### src/rtl/comb_sweep_ctrl_if.sv
// comb_sweep_ctrl_if: signal bundle between the sweep controller and its environment
//   master: controller side; drives drv_in, busy, done, cap_valid, cap_code, cap_data, sig
//   slave : environment side (host, block under test, logger); drives start, hold, dut_out
//   start/hold : host sweep request and pause
//   dut_out    : 5 outputs of the combinational block, [4]=out1 .. [0]=out5
//   drv_in     : 4 inputs of the combinational block, [3]=in1 .. [0]=in4
//   busy/done  : sweep handshake toward the host
//   cap_*      : per-code capture strobe toward a logger
//   sig        : running 8-bit signature
//   SWEEP_CHECK_EN adds err_flag/err_cnt from the built-in golden check
interface comb_sweep_ctrl_if;
    logic       start;
    logic       hold;
    logic [4:0] dut_out;
    logic [3:0] drv_in;
    logic       busy;
    logic       done;
    logic       cap_valid;
    logic [3:0] cap_code;
    logic [4:0] cap_data;
    logic [7:0] sig;
`ifdef SWEEP_CHECK_EN
    logic       err_flag;
    logic [4:0] err_cnt;
`endif
    modport master (
        input  start, hold, dut_out,
        output drv_in, busy, done, cap_valid, cap_code, cap_data, sig
`ifdef SWEEP_CHECK_EN
        , output err_flag, err_cnt
`endif
    );
    modport slave (
        output start, hold, dut_out,
        input  drv_in, busy, done, cap_valid, cap_code, cap_data, sig
`ifdef SWEEP_CHECK_EN
        , input err_flag, err_cnt
`endif
    );
endinterface

### src/rtl/comb_sweep_ctrl.sv
// comb_sweep_ctrl: sweeps a 4-in/5-out combinational block through codes FIRST..LAST and signs its outputs
//   clk    : rising-edge clock
//   rst_n  : asynchronous active-low reset
//   bus_io : comb_sweep_ctrl_if.master (start, hold, dut_out in; drv_in, busy, done, cap_*, sig out)
//   SETTLE : cycles each code is held before capture (1..255)
//   FIRST/LAST : inclusive code range of the sweep
//   Optional macro SWEEP_CHECK_EN: compares each capture with a built-in golden model
//   and reports err_flag (sticky) / err_cnt (saturating at 31).
module comb_sweep_ctrl #(
    parameter int unsigned SETTLE = 2,
    parameter logic [3:0]  FIRST  = 4'd0,
    parameter logic [3:0]  LAST   = 4'd15
) (
    input  logic              clk,
    input  logic              rst_n,
    comb_sweep_ctrl_if.master bus_io
);
    localparam logic [7:0] CNT_LAST = 8'(SETTLE - 1);
    typedef enum logic [1:0] {IDLE, DRIVE, CAPTURE, DONE} state_t;
    state_t     state_q;
    logic [7:0] cnt_q;
    logic [3:0] drv_q;
    logic [3:0] code_q;
    logic [4:0] data_q;
    logic [7:0] sig_q;
    logic [7:0] sig_d;
    logic       busy_q;
    logic       done_q;
    logic       valid_q;
    // rotate-left then fold in the captured outputs
    assign sig_d = {sig_q[6:0], sig_q[7]} ^ {3'b000, bus_io.dut_out};
`ifdef SWEEP_CHECK_EN
    logic [4:0] exp_d;
    logic       err_flag_q;
    logic [4:0] err_cnt_q;
    assign exp_d = {drv_q[3] | (drv_q[2] & drv_q[1]),
                    (~drv_q[3] & ~drv_q[1]) | (~drv_q[3] & ~drv_q[2]) | (&drv_q[3:1]),
                    drv_q[2] ^ drv_q[1],
                    ~drv_q[1],
                    drv_q[0]};
    assign bus_io.err_flag = err_flag_q;
    assign bus_io.err_cnt  = err_cnt_q;
`endif
    always_ff @(posedge clk or negedge rst_n) begin
        if (!rst_n) begin
            state_q <= IDLE;
            cnt_q   <= '0;
            drv_q   <= '0;
            code_q  <= '0;
            data_q  <= '0;
            sig_q   <= '0;
            busy_q  <= 1'b0;
            done_q  <= 1'b0;
            valid_q <= 1'b0;
`ifdef SWEEP_CHECK_EN
            err_flag_q <= 1'b0;
            err_cnt_q  <= '0;
`endif
        end else begin
            valid_q <= 1'b0;
            done_q  <= 1'b0;
            case (state_q)
                IDLE: if (bus_io.start) begin
                    drv_q   <= FIRST;
                    cnt_q   <= '0;
                    sig_q   <= '0;
                    busy_q  <= 1'b1;
                    state_q <= DRIVE;
`ifdef SWEEP_CHECK_EN
                    err_flag_q <= 1'b0;
                    err_cnt_q  <= '0;
`endif
                end
                DRIVE: if (!bus_io.hold) begin
                    cnt_q <= cnt_q + 8'd1;
                    if (cnt_q == CNT_LAST) state_q <= CAPTURE;
                end
                CAPTURE: begin
                    data_q  <= bus_io.dut_out;
                    code_q  <= drv_q;
                    valid_q <= 1'b1;
                    sig_q   <= sig_d;
`ifdef SWEEP_CHECK_EN
                    if (bus_io.dut_out != exp_d) begin
                        err_flag_q <= 1'b1;
                        if (err_cnt_q != 5'd31) err_cnt_q <= err_cnt_q + 5'd1;
                    end
`endif
                    // drv_in stops at LAST, so it never wraps
                    if (drv_q == LAST) begin
                        done_q  <= 1'b1;
                        state_q <= DONE;
                    end else begin
                        drv_q   <= drv_q + 4'd1;
                        cnt_q   <= '0;
                        state_q <= DRIVE;
                    end
                end
                DONE: begin
                    busy_q  <= 1'b0;
                    state_q <= IDLE;
                end
                default: state_q <= IDLE;
            endcase
        end
    end
    assign bus_io.drv_in    = drv_q;
    assign bus_io.busy      = busy_q;
    assign bus_io.done      = done_q;
    assign bus_io.cap_valid = valid_q;
    assign bus_io.cap_code  = code_q;
    assign bus_io.cap_data  = data_q;
    assign bus_io.sig       = sig_q;
endmodule

### src/flat_wrapper.sv
// flat-port wrapper written by rule: the top's interface ports become plain ports
module comb_sweep_ctrl_flat 
#(
    parameter int unsigned SETTLE = 2,
    parameter logic [3:0]  FIRST  = 4'd0,
    parameter logic [3:0]  LAST   = 4'd15
)
  (clk, rst_n, bus_io_start, bus_io_hold, bus_io_dut_out, bus_io_drv_in, bus_io_busy, bus_io_done, bus_io_cap_valid, bus_io_cap_code, bus_io_cap_data, bus_io_sig);
  comb_sweep_ctrl_if bus_io_i ();
  input  logic clk;
  input  logic rst_n;
  input wire logic [$bits(bus_io_i.start)-1:0] bus_io_start;
  input wire logic [$bits(bus_io_i.hold)-1:0] bus_io_hold;
  input wire logic [$bits(bus_io_i.dut_out)-1:0] bus_io_dut_out;
  output wire logic [$bits(bus_io_i.drv_in)-1:0] bus_io_drv_in;
  output wire logic [$bits(bus_io_i.busy)-1:0] bus_io_busy;
  output wire logic [$bits(bus_io_i.done)-1:0] bus_io_done;
  output wire logic [$bits(bus_io_i.cap_valid)-1:0] bus_io_cap_valid;
  output wire logic [$bits(bus_io_i.cap_code)-1:0] bus_io_cap_code;
  output wire logic [$bits(bus_io_i.cap_data)-1:0] bus_io_cap_data;
  output wire logic [$bits(bus_io_i.sig)-1:0] bus_io_sig;
  assign bus_io_i.start = bus_io_start;
  assign bus_io_i.hold = bus_io_hold;
  assign bus_io_i.dut_out = bus_io_dut_out;
  assign bus_io_drv_in = bus_io_i.drv_in;
  assign bus_io_busy = bus_io_i.busy;
  assign bus_io_done = bus_io_i.done;
  assign bus_io_cap_valid = bus_io_i.cap_valid;
  assign bus_io_cap_code = bus_io_i.cap_code;
  assign bus_io_cap_data = bus_io_i.cap_data;
  assign bus_io_sig = bus_io_i.sig;
  comb_sweep_ctrl #(.SETTLE(SETTLE), .FIRST(FIRST), .LAST(LAST)) u_core (.clk(clk), .rst_n(rst_n), .bus_io(bus_io_i));
endmodule
### config.mk
export PLATFORM = sky130hd
export DESIGN_NAME = comb_sweep_ctrl_flat
export DESIGN_NICKNAME = d
export VERILOG_FILES = /design/src/rtl/comb_sweep_ctrl_if.sv /design/src/rtl/comb_sweep_ctrl.sv /design/src/flat_wrapper.sv
export SDC_FILE = /design/constraint.sdc
export NUM_CORES = 1
export LEC_CHECK = 0
export CAP_MARGIN = 20
export CORE_MARGIN = 1.5
export CORE_UTILIZATION = 35
export DETAILED_ROUTE_END_ITERATION = 6
export PLACE_DENSITY = 0.65
export SLEW_MARGIN = 20
export SYNTH_ARGS = -nofsm -noshare
export SYNTH_HDL_FRONTEND = slang
export SYNTH_SLANG_ARGS = --single-unit
### constraint.sdc
create_clock -name clk -period 2.3 [get_ports clk]
set_input_delay 0.23 -clock clk [delete_from_list [all_inputs] [get_ports clk]]
set_output_delay 0.23 -clock clk [all_outputs]
set_load 0.1 [all_outputs]
After elaboration in Yosys (flattened, before gate mapping)
Index checks and enable logic that the tools add are counted.

storage, ports and cells
  flip-flop bits (word level) = 34
  bits in latches = 0
  RAM bits = 0
  memory bits (read-only) = 0
  input bits = 9
  output and inout port bits = 24
  word-level logic and storage cells = 48
  memories kept = 0

cells by class
  $add $sub $neg = 2
  multipliers = 0
  divide/modulo/power cells = 0
  $lt $le $gt $ge = 0
  equality and inequality tests = 9
  shift operators = 0
  mux-type cells = 18
  bitwise operators = 1
  reduce and logical (&&, ||, !) cells = 9

operators with widths
  cell                 number
  $mux 8               3
  $pmux 8 s3           1
  $pmux 8 s2           1
  $add 8x1->8 const B  1
  $eq 8x1->1 const B   1
  $mux 2               4
  $mux 4               2
  $pmux 2 s4           1
  $pmux 4 s2           1
  $xor 8x5->8          1
  $ne 2x2->1 const B   3
  $reduce_and 3->1     2
  $add 4x1->4 const B  1
  $eq 2x2->1 const B   2
  $eq 4x4->1 const B   1
  $mux 1               4
  $reduce_and 2->1     2
  $reduce_and 4->1     1
  $reduce_bool 2->1    2
  $reduce_bool 3->1    1
  $eq 2x1->1 const B   1
  $logic_not 2->1      1
  $ne 2x1->1 const B   1
  $pmux 1 s2           1

Depth between registers and ports, before layout
  depth after elaboration = 4
  depth in mapped cells = 6
  mapped depth without buffers = 5

Worst setup path before layout
No wires, ideal clock.

  kind = reg2reg
  start = register u_core.drv_q[0], in the netlist u_core.bus_io.drv_in[0]
  end = register u_core.cnt_q[2]
  library setup time = 126 ps
  arrival = 2048 ps
  setup slack = 126 ps
  stages on the path, launching flop included = 5
  buffers on the path = 0
  clock period less this slack = 2174 ps
  cells stage by stage = dfrtp_1 ha_1 and3_2 o22a_2 a221o_1

on the way
  word-level cells in the longest chain between the ends = 3

RTL lines
  item                               line                   source
  from (decl)                        comb_sweep_ctrl.sv:22  logic [3:0] drv_q;
  from (signal assigned)             comb_sweep_ctrl.sv:94  drv_q <= drv_q + 4'd1;
  $eq 4x4->1                         comb_sweep_ctrl.sv:90  if (drv_q == LAST) begin
  $ne 2x2->1 (no source line)        --
  $reduce_and 4->1 (no source line)  --
  to (signal assigned)               comb_sweep_ctrl.sv:75  cnt_q <= cnt_q + 8'd1;
  to (decl)                          comb_sweep_ctrl.sv:21  logic [7:0] cnt_q;

No other way between the ends.
A chain may end at the register's enable or synchronous reset.

Worst setup path in the final report
Same ends and word-level chain as after synthesis.

==> impl_results.md <==
- Routed len/inst: roughly 14 um
- VDD IR max: 0.574 mV
- Sum of negative setup slack: 0 ps
- Fill count: 428
- Required @ worst endpoint: between 2000 and 2500 ps
- Die ar.: between 4000 and 5000 um2
- Sw Share: 0.507
- # resized after CTS: 0
- Fmax: 0.569 GHz
- DRC: 0
- Cell taking the most area after synthesis: dfrtp_1
- Pleak: ~1.0 nW
- Final hold viol count: 0
- CP startpoint kind: flop
- Max-slew violations: 0
- Worst reg2reg setup slack: 540 ps
- Tot GR Track Use: 0.146
- CP Max Fanout: 8
- Crit path DAT: 1930 ps
- Yosys top cell area share: 0.533
- Gpl congestion: 0.818
- EDFF count, synth: 0
- Clk slew on worst S/H paths: approximately 70 ps
- Synth top cells by count: 38 x nand2_1, 34 x dfrtp_1, 7 x o21ai_0, 5 x a211o_1, 5 x xnor2_1
- R2r endpoint: u_core.cnt_q[2]
- Final worst-path cycle share: 0.764
- Setup violators final: 0
- Worst Tran Pin Value: ~520 ps
- Antenna violations before repair: 0
- Mapped Avg Cell Area: 10.2 um2
- Tmin final: 1760 ps
- Synth warnings: 0
- Root buf cell: clkbuf_8
- Most common cell in the netlist: nand2_1
- Comb power frac: 0.498
- Sequential share of the synthesized area: 0.533
- Initial Util: 0.364
- First-pass GRT wire length: roughly 5800 um
- Detail Route Antenna Nets: 0
- Syn Inst Count: 156
- Crit Reg-Reg Startpoint: u_core.bus_io.drv_in[0]
- Worst-Skew Late Latency: ~280 ps
- Reg area: about 850 um2
- Ys async rst share: 1.00
- Primary FF master, synth: dfrtp_1
- Clock net sink count: 34
- Initial drt markers: 71
- WS Path Type: reg -> reg
- Synth top area cells: dfrtp_1 53%, nand2_1 8.9%, a211o_1 2.7%
- CTS H-tree depth: 2
- Placed wire-length estimate: around 2400 um
- Synthesized Nets: 168
- Layout area overhead: 25.3%
- Core ar.: roughly 4400 um2
- PwrDens: 1440 nW/um2
- P_sw: ~1.5 mW
- Unrepaired setup endpoints after global routing: false
- CTS tree: done
- Clock power share: 0.186
- Layout Cells excl Fill: 244
- Worst min path class: in -> async
- Diode count: 0
- Hold-fix buffers, CTS: 0
- Post-CTS Setup Bufs: 0
- Placed Cells: about 240
- # IOs: 33
- Clock tree buffer depth: 2
- Clk_skew: 4.63 ps
- Vias in the first global route: roughly 1300
- Number of core rows: 24
- Max-slew headroom: 0.653
- Detailed Route WL: around 3500 um
- Number of buffers created by CTS: 5
- Total congestion overflow: 0
- Largest net degree at the start of global routing: 35
- Synth Register Bits: 34
- Int Power: 1.42 mW
- Max-Cap Viols: 0
- Multi-input logic area: ~700 um2
- Share of layout cells above drive strength 1: 0.198
- Die X: around 71 um
- R2R cell count: 4
- I/O Buffers: 32
- Mapped cell area: between 1500 and 2000 um2
- CP Capture Type: flop
- Router iterations before antenna repair: 4
- Post-synth cell types: 40
- Core Util, Final: 0.456
- Sequential Power Share: 0.315
- Vias after detailed routing: 1294
- Die span in y: around 70 um
- Status: finished clean
- Vias per cell: 5.30
- Nets: ~200
[state kept, by name, summed over array words and instances, names as in the netlist]
name,cells
u_core.bus_io.sig,8
u_core.cnt_q,8
u_core.bus_io.cap_data,5
u_core.bus_io.cap_code,4
u_core.bus_io.drv_in,4
u_core.state_q,2
u_core.bus_io.busy,1
u_core.bus_io.cap_valid,1
u_core.bus_io.done,1
[through the flow]
step	power (mW)	area, um2	hold WS [ps]	setup WS (ps)
after floorplan	2.06	1600	-65.6	126
after global routing	3.02	2000	407	499
after CTS	2.91	2000	370	539
after global placement	2.34	1890	461	614
final	2.89	2000	358	542
after detailed placement	2.37	1890	464	541
[worst max-delay path: stages (launching register included)]
cell and delay [ps]:
dfrtp_1 440, ha_1 270, and3_2 270, o22a_2 290
a221o_1 370
[cells by family (layout without fill, tap and decap cells)]
group / Yosys count / after routing / share of synthesized area
AND/OR/NAND/NOR: 68 / 68 / 0.207
AO/OA/AOI/OAI: 34 / 34 / 0.162
flip-flops: 34 / 34 / 0.533
buffers and inverters: 11 / 47 / 0.0407
XOR/XNOR: 5 / 5 / 0.0274
adder cells (fa/ha/maj): 3 / 3 / 0.0235
multiplexers: 1 / 1 / 0.00627
[power groups by stage]
stage                     Sequential [mW]  Clock (mW)  Combinational (mW)
after detailed placement            0.924           0                1.44
after CTS                           0.912       0.548                1.45
after global placement              0.912           0                1.43
after floorplan                      1.66           0               0.402
final                               0.911       0.538                1.44
after global routing                0.943       0.570                1.51
[cell usage in the layout, fill, tap and decap left out, types with 2 or more instances in the layout]
cell type	Yosys	routed
a211o_1	5	5
clkbuf_8	0	5
dfrtp_1	34	34
a21oi_1	4	4
nor4_1	3	3
o211a_1	3	3
nor2b_1	2	2
nand2b_1	3	3
nor3b_1	2	2
nor3_1	4	4
clkdlybuf4s50_1	0	8
nand2_1	38	38
ha_1	3	3
o21ai_0	7	7
and3_1	2	2
clkbuf_1	3	2
xnor2_1	5	5
buf_4	0	27
nand3_1	3	3
nor2_1	4	4
inv_1	4	4
a22o_1	4	4
[area by class of cell]
| cell class | instances | area share |
|---|---|---|
| Inverter | 4 | 0.00750 |
| Clock buffer | 7 | 0.0381 |
| Clock inverter | 1 | 0.0150 |
| Timing Repair Buffer | 35 | 0.141 |
| Multi-Input combinational cell | 111 | 0.340 |
| Tap cell | 52 | 0.0325 |
| Sequential cell | 34 | 0.425 |
[worst max path at each step]
stage	startpoint	slack, ps	end
after floorplan	u_core.bus_io.drv_in[0]	130	u_core.cnt_q[2]
after global placement	u_core.bus_io.drv_in[0]	610	u_core.cnt_q[2]
after detailed placement	u_core.bus_io.drv_in[0]	540	u_core.cnt_q[2]
after CTS	u_core.bus_io.drv_in[0]	540	u_core.cnt_q[2]
after global routing	u_core.bus_io.drv_in[0]	500	u_core.cnt_q[2]
final	u_core.bus_io.drv_in[0]	540	u_core.cnt_q[2]
[per-layer routing]
metal	vias up	global-route usage	wire, um	share of wire
met2	35	0.236	1570	0.45
met5	-	0	0	0
li1	626	-	-	-
met1	628	0.185	1660	0.48
met3	5	0.0385	179	0.052
met4	0	0.0629	53	0.015
No activity file was read; power rests on OpenSTA's default activity.
